<file path="config.mk">
export PLATFORM = sky130hd
export DESIGN_NAME = mem_wb_stage
export DESIGN_NICKNAME = d
export VERILOG_FILES = /design/src/rtl/mem_wb_stage.sv
export SDC_FILE = /design/constraint.sdc
export NUM_CORES = 1
export LEC_CHECK = 0
export ABC_AREA = 1
export CORE_AREA = 2 2 161 163
export CTS_BUF_LIST = sky130_fd_sc_hd__clkbuf_4 sky130_fd_sc_hd__clkbuf_8
export CTS_CLUSTER_SIZE = 30
export DETAILED_ROUTE_END_ITERATION = 7
export DIE_AREA = 0 0 163 165
export PLACE_DENSITY = 0.69
export SYNTH_ARGS = -nofsm -noshare
export SYNTH_HDL_FRONTEND = slang
export SYNTH_SLANG_ARGS = --single-unit
</file>
<file path="constraint.sdc">
create_clock -name clk -period 1.9 [get_ports clk]
set_input_delay 0.19 -clock clk [delete_from_list [all_inputs] [get_ports clk]]
set_output_delay 0.19 -clock clk [all_outputs]
set_load 0.02 [all_outputs]
</file>
<file path="src/rtl/mem_wb_stage.sv">
// MEM/WB pipeline register: load formatting, write-back select, single-shot write enable and retire counter.
// Optional forwarding port to EX is enabled by defining MEM_WB_FWD_EN; otherwise fwd_* are tied low.
module mem_wb_stage #(
  parameter int unsigned XLEN  = 64,
  parameter int unsigned RADDR = 5
) (
  input  logic             clk,
  input  logic             rst_n,
  input  logic             in_valid,
  output logic             in_ready,
  input  logic             stall,
  input  logic             flush,
  input  logic [XLEN-1:0]  mem_rd_data,
  input  logic [XLEN-1:0]  alu_result,
  input  logic [XLEN-1:0]  pc_plus4,
  input  logic [RADDR-1:0] rd_addr,
  input  logic [2:0]       funct3,
  input  logic [1:0]       wb_sel,
  input  logic             reg_write,
  output logic             wb_valid,
  output logic [RADDR-1:0] wb_rd,
  output logic [XLEN-1:0]  wb_data,
  output logic             wb_we,
  output logic             load_err,
  output logic [63:0]      instret,
  output logic             fwd_valid,
  output logic [RADDR-1:0] fwd_rd,
  output logic [XLEN-1:0]  fwd_data
);

  localparam logic [1:0] WB_ALU  = 2'b00;
  localparam logic [1:0] WB_LOAD = 2'b01;
  localparam logic [1:0] WB_LINK = 2'b10;

  logic             valid_q, valid_d;
  logic             fresh_q, fresh_d;
  logic [RADDR-1:0] rd_q, rd_d;
  logic [XLEN-1:0]  data_q, data_d;
  logic             rw_q, rw_d;
  logic             lerr_q, lerr_d;
  logic [63:0]      instret_q, instret_d;

  logic [XLEN-1:0]  load_val;
  logic [XLEN-1:0]  fmt_data;
  logic             retire;

  assign in_ready = !stall;
  assign retire   = valid_q && fresh_q;

  // Reserved encoding 111 passes the raw word through, same as the full-width load.
  always_comb begin
    load_val = mem_rd_data;
    case (funct3)
      3'b000:  load_val = XLEN'($signed(mem_rd_data[7:0]));
      3'b001:  load_val = XLEN'($signed(mem_rd_data[15:0]));
      3'b010:  load_val = XLEN'($signed(mem_rd_data[31:0]));
      3'b100:  load_val = XLEN'(mem_rd_data[7:0]);
      3'b101:  load_val = XLEN'(mem_rd_data[15:0]);
      3'b110:  load_val = XLEN'(mem_rd_data[31:0]);
      default: load_val = mem_rd_data;
    endcase
  end

  always_comb begin
    case (wb_sel)
      WB_ALU:  fmt_data = alu_result;
      WB_LOAD: fmt_data = load_val;
      WB_LINK: fmt_data = pc_plus4;
      default: fmt_data = '0;
    endcase
  end

  // The retire count uses the pre-edge state, so a stall+flush cycle still retires a fresh instruction.
  always_comb begin
    valid_d   = valid_q;
    fresh_d   = fresh_q;
    rd_d      = rd_q;
    data_d    = data_q;
    rw_d      = rw_q;
    lerr_d    = 1'b0;
    instret_d = instret_q + 64'(retire);
    if (flush) begin
      valid_d = 1'b0;
      fresh_d = 1'b0;
    end else if (stall) begin
      fresh_d = 1'b0;
    end else if (in_valid) begin
      valid_d = 1'b1;
      fresh_d = 1'b1;
      rd_d    = rd_addr;
      data_d  = fmt_data;
      rw_d    = reg_write;
      lerr_d  = (wb_sel == WB_LOAD) && (funct3 == 3'b111);
    end else begin
      valid_d = 1'b0;
      fresh_d = 1'b0;
    end
  end

  always_ff @(posedge clk) begin
    if (!rst_n) begin
      valid_q   <= 1'b0;
      fresh_q   <= 1'b0;
      rd_q      <= '0;
      data_q    <= '0;
      rw_q      <= 1'b0;
      lerr_q    <= 1'b0;
      instret_q <= '0;
    end else begin
      valid_q   <= valid_d;
      fresh_q   <= fresh_d;
      rd_q      <= rd_d;
      data_q    <= data_d;
      rw_q      <= rw_d;
      lerr_q    <= lerr_d;
      instret_q <= instret_d;
    end
  end

  assign wb_valid = valid_q;
  assign wb_rd    = rd_q;
  assign wb_data  = data_q;
  assign wb_we    = valid_q && fresh_q && rw_q && (rd_q != '0);
  assign load_err = lerr_q;
  assign instret  = instret_q;

`ifdef MEM_WB_FWD_EN
  assign fwd_valid = valid_q && rw_q && (rd_q != '0);
  assign fwd_rd    = rd_q;
  assign fwd_data  = data_q;
`else
  assign fwd_valid = 1'b0;
  assign fwd_rd    = '0;
  assign fwd_data  = '0;
`endif

endmodule
</file>
==> metrics.md <==
| Metric | Value |
|---|---|
| Clock slew at reported path FFs | `0.08 ns` |
| Initial antenna violation count | `1` |
| Setup CP Type | `reg2out` |
| FP Rows | `58` |
| EDFF count, synth | `0` |
| Hpwl dp | `27,100 um` |
| Register bit total from synthesis | `137` |
| Detail Route Antenna Nets | `0` |
| Worst hold-check path type | `in2reg` |
| Die height | `165 um` |
| GP Congestion | `0.9467` |
| DR vias | `9,874` |
| Initial Utilization | `33.34%` |
| Worst endpoint required time | `1.71 ns` |
| Final non-filler cell area | `12,580 um2` |
| Post-synth top cells | `nand2_1, nor2_1, dfxtp_1, a21oi_1, o21ai_0` |
| Buf/Inv on CP | `1` |
| WP depth | `1` |
| CP max stage delay | `0.68 ns` |
| Tmin final | `1.801 ns` |
| Max Cap Violations | `0` |
| First-pass GRT wire length | `51,290 um` |
| Critical Path Start Type | `flip-flop` |
| Largest family of logic cells by synthesized area | `simple AND/OR/NAND/NOR gates` |
| Largest net degree at the start of global routing | `71` |
| Width of the die | `163 um` |
| Status | `finished clean` |
| Vias in the first global route | `9,080` |
| Root Driver | `clkbuf_8` |
| GR Util All Layers | `24.85%` |
| # fillers | `2,613` |
| DR DRC count | `0` |
| Post-synth cell types | `29` |
| Count leader, synth | `nand2_1` |
| Yosys top cell by area | `dfxtp_1` |
| Critical path peak fanout | `4` |
| Post-Syn Instances | `1,371` |
| Clk_skew | `0.01131 ns` |
| R2r worst-path depth | `11` |
| Sequential share of power | `43.8%` |
| Switching Share | `28.54%` |
| Critical-path cell list | `clkdlybuf4s50_1` |
| GRT overflow | `0` |
| Number of CTS-inserted buffers | `17` |
| Core area | `25,040 um2` |
| Pint | `4.795 mW` |
| CP top delay family | `buffers and inverters` |
| Combinational share of power | `19.2%` |
| Crit end category | `primary output` |
| Total net switching power | `1.915 mW` |
| IO Port Bufs | `344` |
| Pre-antenna DRT Iters | `6` |
| CTS Buffer Depth | `2` |
| Compound-Gate Fraction of Synth Area | `14.93%` |
| Fraction of synthesized cell area in xor and xnor cells | `0.8395%` |
| Worst IR Drop VDD | `0.0003267 V` |
| Syn_area_per_cell | `6.088 um2` |
| Period utilization | `94.78%` |
| Total power | `6.710 mW` |
| Worst hold slack | `0.3260 ns` |
| Critical Path Slowest Stage Cell | `clkdlybuf4s50_1` |
| Share of cells above drive strength 1 | `6.254%` |
| Drt total wl | `34,110 um` |
| P_leak | `4.503 nW` |
| Die area | `26,900 um2` |
| Register area | `2744 um2` |
| Initial drt markers | `729` |
| Sequential area share after synthesis | `32.86%` |
| Area after DPL | `12,080 um2` |
| Placed instance count | `2,016` |
| P&R area growth vs syn | `50.74%` |
| Pre-CTS WS | `-0.01091 ns` |
| Hold Vio Cnt, Final | `0` |
| Clock sinks | `137` |
| Nets | `1,925` |
| Pwr dens | `533.3 nW/um2` |
| I/O pin total | `415` |
| Routed vias/inst | `4.798` |
| Fin. max-slew vios | `0` |
| Primary FF master, synth | `dfxtp_1` |
| Cell area after synthesis | `8347 um2` |
| DR WL/cell | `16.57 um` |
| Fmax | `0.5553 GHz` |
| Clock group share of total power | `36.9%` |
| Multi-input logic area | `4930 um2` |
| Multiplexer area fraction after synthesis | `0%` |
| TritonCTS clock tree | `yes` |
| Synth top area cells | `dfxtp_1, nand2_1, a21oi_1` |
| Asr flop ratio synth | `0%` |
| Area share of the largest cell type after synthesis | `32.86%` |
| Arr. time, crit path | `1.61 ns` |
| Clk_lat worst skew | `0.45 ns` |
| Simple-gate share of the synthesized area | `39.09%` |
| Yosys warning total | `0` |
| WHS Path Cells | `3` |
| H-tree Lvls | `4` |
| Setup WS post-layout | `0.09920 ns` |
| Cell Count, Final, Fillers Out | `2,058` |
| Synthesized-area fraction occupied by adder cells | `0.2998%` |
| Final setup viols | `0` |
## registers in the layout, indices dropped and copies added, names as in the netlist
| register | cells |
|---|---|
| wb_valid | 1 |
| wb_rd | 5 |
| load_err | 1 |
| wb_data | 64 |
| fresh_q | 1 |
| rw_q | 1 |
| instret | 64 |
## power groups by stage
stage | clock [mW] | combinational (mW) | sequential [mW]
after global routing | 2.67 | 1.39 | 2.95
after floorplan | 0 | 0.631 | 3.06
after CTS | 2.55 | 1.29 | 2.94
final | 2.48 | 1.29 | 2.94
after detailed placement | 0 | 1.28 | 3.01
after global placement | 0 | 1.28 | 3.01
## repair_timing
item | 4_1_cts | 5_1_grt
buffers inserted | 0 | 10
setup endpoints to repair | 3 | 23
hold buffers | 0 | 0
pin swaps | 2 | 8
gates resized for setup | 1 | 12
## path summary, 6_finish.rpt
check	start	end	slack (ns)
setup reg to reg	wb_valid	instret[10]	0.1
hold reg to reg	wb_data[0]	wb_data[0]	0.46
setup / recovery	instret[1]	instret[1]	0.1
hold / removal	stall	wb_valid	0.33
## metrics by stage
step,setup TNS [ns],util (%)
after global placement,0,48.24
after CTS,0,49.80
after detailed placement,-0.01091,48.24
final,0,50.25
after global routing,-0.1512,50.25
after floorplan,0,-
## cells by family (layout without fill, tap and decap cells)
group,Yosys count,count (layout)
XOR/XNOR,8,8
flip-flops,137,137
other,1,71
AND/OR/NAND/NOR,800,800
adder cells (fa/ha/maj),2,2
buffers and inverters,191,478
AO/OA/AOI/OAI,232,232
## layout by cell type, fill, tap and decap left out, types with 9 or more instances in the layout
master	n
a21oi_1	123
buf_12	9
buf_4	32
clkbuf_8	19
clkdlybuf4s50_1	341
conb_1	70
dfxtp_1	136
inv_1	58
nand2_1	534
nand3_1	60
nand4_1	15
nor2_1	145
nor2_4	11
o21ai_0	73
o21bai_1	32
or2_0	11
## routing by layer
layer	vias to the layer above	global-route usage [%]	share of wire, %
met5	-	0	0
met4	0	11.30	4.1
met3	63	6.027	7.2
met2	410	43.30	49
met1	4482	28.85	40
li1	4919	-	-
## cell type report
cell class	instances	share of cell area (%)
Sequential cell	137	21.81
Tap cell	330	3.282
Clock buffer	20	2.138
Antenna cell	1	0.01989
Timing Repair Buffer	385	30.74
Multi-Input combinational cell	1112	39.18
Inverter	62	1.860
Clock inverter	11	0.9745
No activity file was read; power rests on OpenSTA's default activity.
